**config.mk**
```make
export PLATFORM = sky130hd
export DESIGN_NAME = crc32_serial_step
export DESIGN_NICKNAME = d
export VERILOG_FILES = /design/src/rtl/crc_802_11_pkg.sv /design/src/rtl/crc32_serial_step.sv
export SDC_FILE = /design/constraint.sdc
export NUM_CORES = 1
export LEC_CHECK = 0
export CORE_MARGIN = 2
export CORE_UTILIZATION = 29
export DETAILED_ROUTE_END_ITERATION = 8
export GPL_ROUTABILITY_DRIVEN = 0
export PLACE_DENSITY = 0.87
export SYNTH_ARGS = -nofsm -noshare
export SYNTH_HDL_FRONTEND = slang
export SYNTH_SLANG_ARGS = --single-unit
```
**constraint.sdc**
```tcl
create_clock -name vclk -period 2.2
set_input_delay 0.44 -clock vclk [all_inputs]
set_output_delay 0.44 -clock vclk [all_outputs]
set_load 0.1 [all_outputs]
```
**src/rtl/crc_802_11_pkg.sv**
```systemverilog
// Shared constants and state type for the serial 802.11 CRC-32 generator/checker path.
package crc_802_11_pkg;

   localparam logic [31:0] CRC32_POLY    = 32'h04C11DB7;
   localparam logic [31:0] CRC32_INIT    = 32'hFFFFFFFF;
   localparam logic [31:0] CRC32_RESIDUE = 32'h00000000;
   localparam int          FCS_BITS      = 32;

   typedef enum logic {
      ST_IDLE,
      ST_RECV
   } fcsState_e;

endpackage

```
**src/rtl/crc32_serial_step.sv**
```systemverilog
// One bit of the MSB-first CRC-32 LFSR; purely combinational so generator and checker share it.
module crc32_serial_step
   import crc_802_11_pkg::*;
(
   input  logic [31:0] crc_i,
   input  logic        bit_i,
   output logic [31:0] crc_o
);

   logic fb;

   assign fb    = crc_i[31] ^ bit_i;
   // The feedback bit lands in bit 0 directly, so the polynomial's bit 0 is masked off.
   assign crc_o = {crc_i[30:0], fb} ^ (fb ? (CRC32_POLY & ~32'h1) : 32'h0);

endmodule

```
### Word-level counts from Yosys, hierarchy flattened

Cells that the tools add are included.

* input port bits: 33
* register bits: 0
* word-level logic and storage cells: 3

* multiplexer cells: 1
* bitwise operators: 2

Operator list (number)
* 32-bit by 27-bit XOR with 32-bit output: 1
* 27-bit two-way mux: 1
* 1-bit XOR: 1

### Depth between registers and ports, before layout

* depth after elaboration: 3
* gate-level depth with buffers: 4
* depth with buffers taken out: 1

### Worst setup path before layout

Ideal clock, no wire load.

* kind: input to output
* from: in crc_i[31]
* to: out crc_o[10]
* arrival time: 1657 ps
* path buffers: 2
* data required time: 1760 ps
* cell stages on the path: 3
* setup slack: 103 ps
* cell sequence: buf_6 -> buf_6 -> xor3_1

* longest elaborated chain between the ends: 3

Ends and longest elaborated chain
* start, declared: RTL line crc32_serial_step.sv:5 `input logic [31:0] crc_i,`
* 1-bit XOR: RTL line crc32_serial_step.sv:12 `assign fb = crc_i[31] ^ bit_i;`
* 27-bit two-way mux: RTL line crc32_serial_step.sv:14 `assign crc_o = {crc_i[30:0], fb} ^ (fb ? (CRC32_POLY & ~32'h1) : 32'h0);`
* 32-bit by 27-bit XOR with 32-bit output: RTL line crc32_serial_step.sv:14
* end, declared: RTL line crc32_serial_step.sv:7 `output logic [31:0] crc_o`

No other way between the ends.

### Worst setup path in the final report

* from: in crc_i[31]
* to: out crc_o[26]

The elaborated chain is that of the path after synthesis.

==> reports/qor.txt <==
Outcome: finished, final reports clean
Design area: 830 µm²
Die area: 2110 µm²
Count leader, synth: buf_4
CP Capture Type: output pin
Kind of critical path: input pin to output pin
Crit path DAT: 1720 ps
Setup violators final: 0
Min-delay worst type: input pin to output pin
Pwr Total: 599 µW
Yosys warns: 0
Post-DRT Antenna Nets: 0
# DRC: 0
Met2 GRT Util: 15.6%
All-Layer GR Usage: 7.85%
Hold violation count in the final report: 0
Hold-fix buffers at CTS: 0
Worst slew pin tran: 235 ps
CORE AREA: 1690 µm²
Post-route minimum period: 2160 ps
Seq Cell Count: 0
Distinct cells, synth: 5
Switching Share: 59.2%
I/O Buffers: 29
Clk network pwr share: 0%
# clk buffers: 0
Starting density of the core: 30.1%
Sequential cell area: 0 µm²
Row count: 15
Pre-antenna DRT Iters: 2
Area share of the largest cell type after synthesis: 42.0%
Number of DRC violations after detailed-routing iteration 0: 1
Num ports: 65
Largest net degree at the start of global routing: 15
Most Used Layer, Global Route: met2
Final Max Slew Viols: 0
Flop pwr share: 0%
Die H: 45.9 µm
M3 GR Usage: 3.17%
Via count: 272
Fin Hold WS: 880 ps
DP Cell Count: 63
Leakage: 0.429 nW
P&R area growth vs syn: 62.9%
MaxCap Viol Count: 0
Nets: 81
Diode count: 0
Final WL: 812 µm
Comb pwr share: 100.0%
Setup TNS: 0 ps
Startpoint Class: input pin
Sequential cell area fraction in the yosys report: 0%
Peak Freq: 0.464 GHz
Critical Path Fanout Max: 14
Postcts setup bufs: 0
Final cycle utilization of the critical path: 98.0%
RSZ-0062 raised after global routing: false
Top cells by area, synth: xor3_1 (42%), buf_4 (28%), xor3_4 (22%)
Syn Inst Count: 36
Initial antenna violation count: 0
VDD IR max: 0.442 mV
Mean routed wirelength per cell: 12.9 µm
Global-route wire length before repair: 1230 µm
Cell area after synthesis: 509 µm²
Overflow after GRT: 0
Vias in the first global route: 266
Vias/cell: 4.32
Slew HR: 84.3%
Share of cells above drive strength 1: 45.7%
Commonest cells post-synth: buf_4 (19), xor3_1 (9), xor3_4 (4)
Die X: 45.9 µm
Finished Layout Cells: 63
Pint: 244 µW
Largest area contributor in the netlist: xor3_1
Worst path required time: 1760 ps
Syn_nets: 69
GRT met1 Usage: 7.49%
NetSw: 355 µW
PD cells: 723 nW/µm²
Synthesized area per cell: 14.1 µm²
Cell Area, Placed: 820 µm²
==> logic make-up (layout without fill, tap and decap cells) <==
logic type / Yosys count / in the layout / synth area share [%]
buf+inv: 22 / 32 / 34.6
xor+xnor: 14 / 14 / 65.4
==> placed cells by master (no fill, tap or decap) <==
| master | netlist | routed |
|---|---|---|
| dlymetal6s2s_1 | 0 | 1 |
| buf_12 | 0 | 15 |
| clkdlybuf4s50_1 | 0 | 14 |
| xor3_1 | 9 | 9 |
| buf_6 | 3 | 2 |
| xor3_4 | 4 | 4 |
| xor2_1 | 1 | 1 |
==> per-stage QoR <==
stage | worst slack [ps] | util (%)
2_1_floorplan | 103 | -
3_3_place_gp | 8.08 | 48.5
3_5_place_dp | -4.05 | 48.5
4_1_cts | -8.28 | 48.7
5_1_grt | 3.67 | 49.1
6_report | 43.8 | 49.1
==> critical path, stage by stage <==
cell	delay, ps
clkdlybuf4s50_1	500
buf_12	170
xor3_4	410
buf_12	190
==> power by group through the flow <==
stage	clock, mW	combinational [mW]	sequential (mW)
after floorplan	0	0.543	0
after detailed placement	0	0.602	0
final	0	0.599	0
after global placement	0	0.597	0
after CTS	0	0.604	0
after global routing	0	0.614	0
==> area by class of cell <==
cell class	count	area, µm²
fill	147	860
timing repair buffer	32	475
multi-input combinational	14	333
tap	17	21.3
==> final timing paths <==
kind	startpoint	to	slack, ps	depth (start not counted)
setup / recovery	crc_i[31]	crc_o[26]	40	4
hold / removal	crc_i[17]	crc_o[18]	880	0
==> routing by layer <==
metal | vias up | routed length (µm)
met3 | 2 | 90
met2 | 24 | 463
met4 | 0 | 5
met5 | - | 0
li1 | 120 | -
met1 | 126 | 253
==> repair_timing <==
action / 4_1_cts / 5_1_grt
resized for setup: 1 / 2
pin swaps: 1 / 1
setup endpoints to repair: 5 / 12
Note: power is estimated with default switching activity, not from simulation.
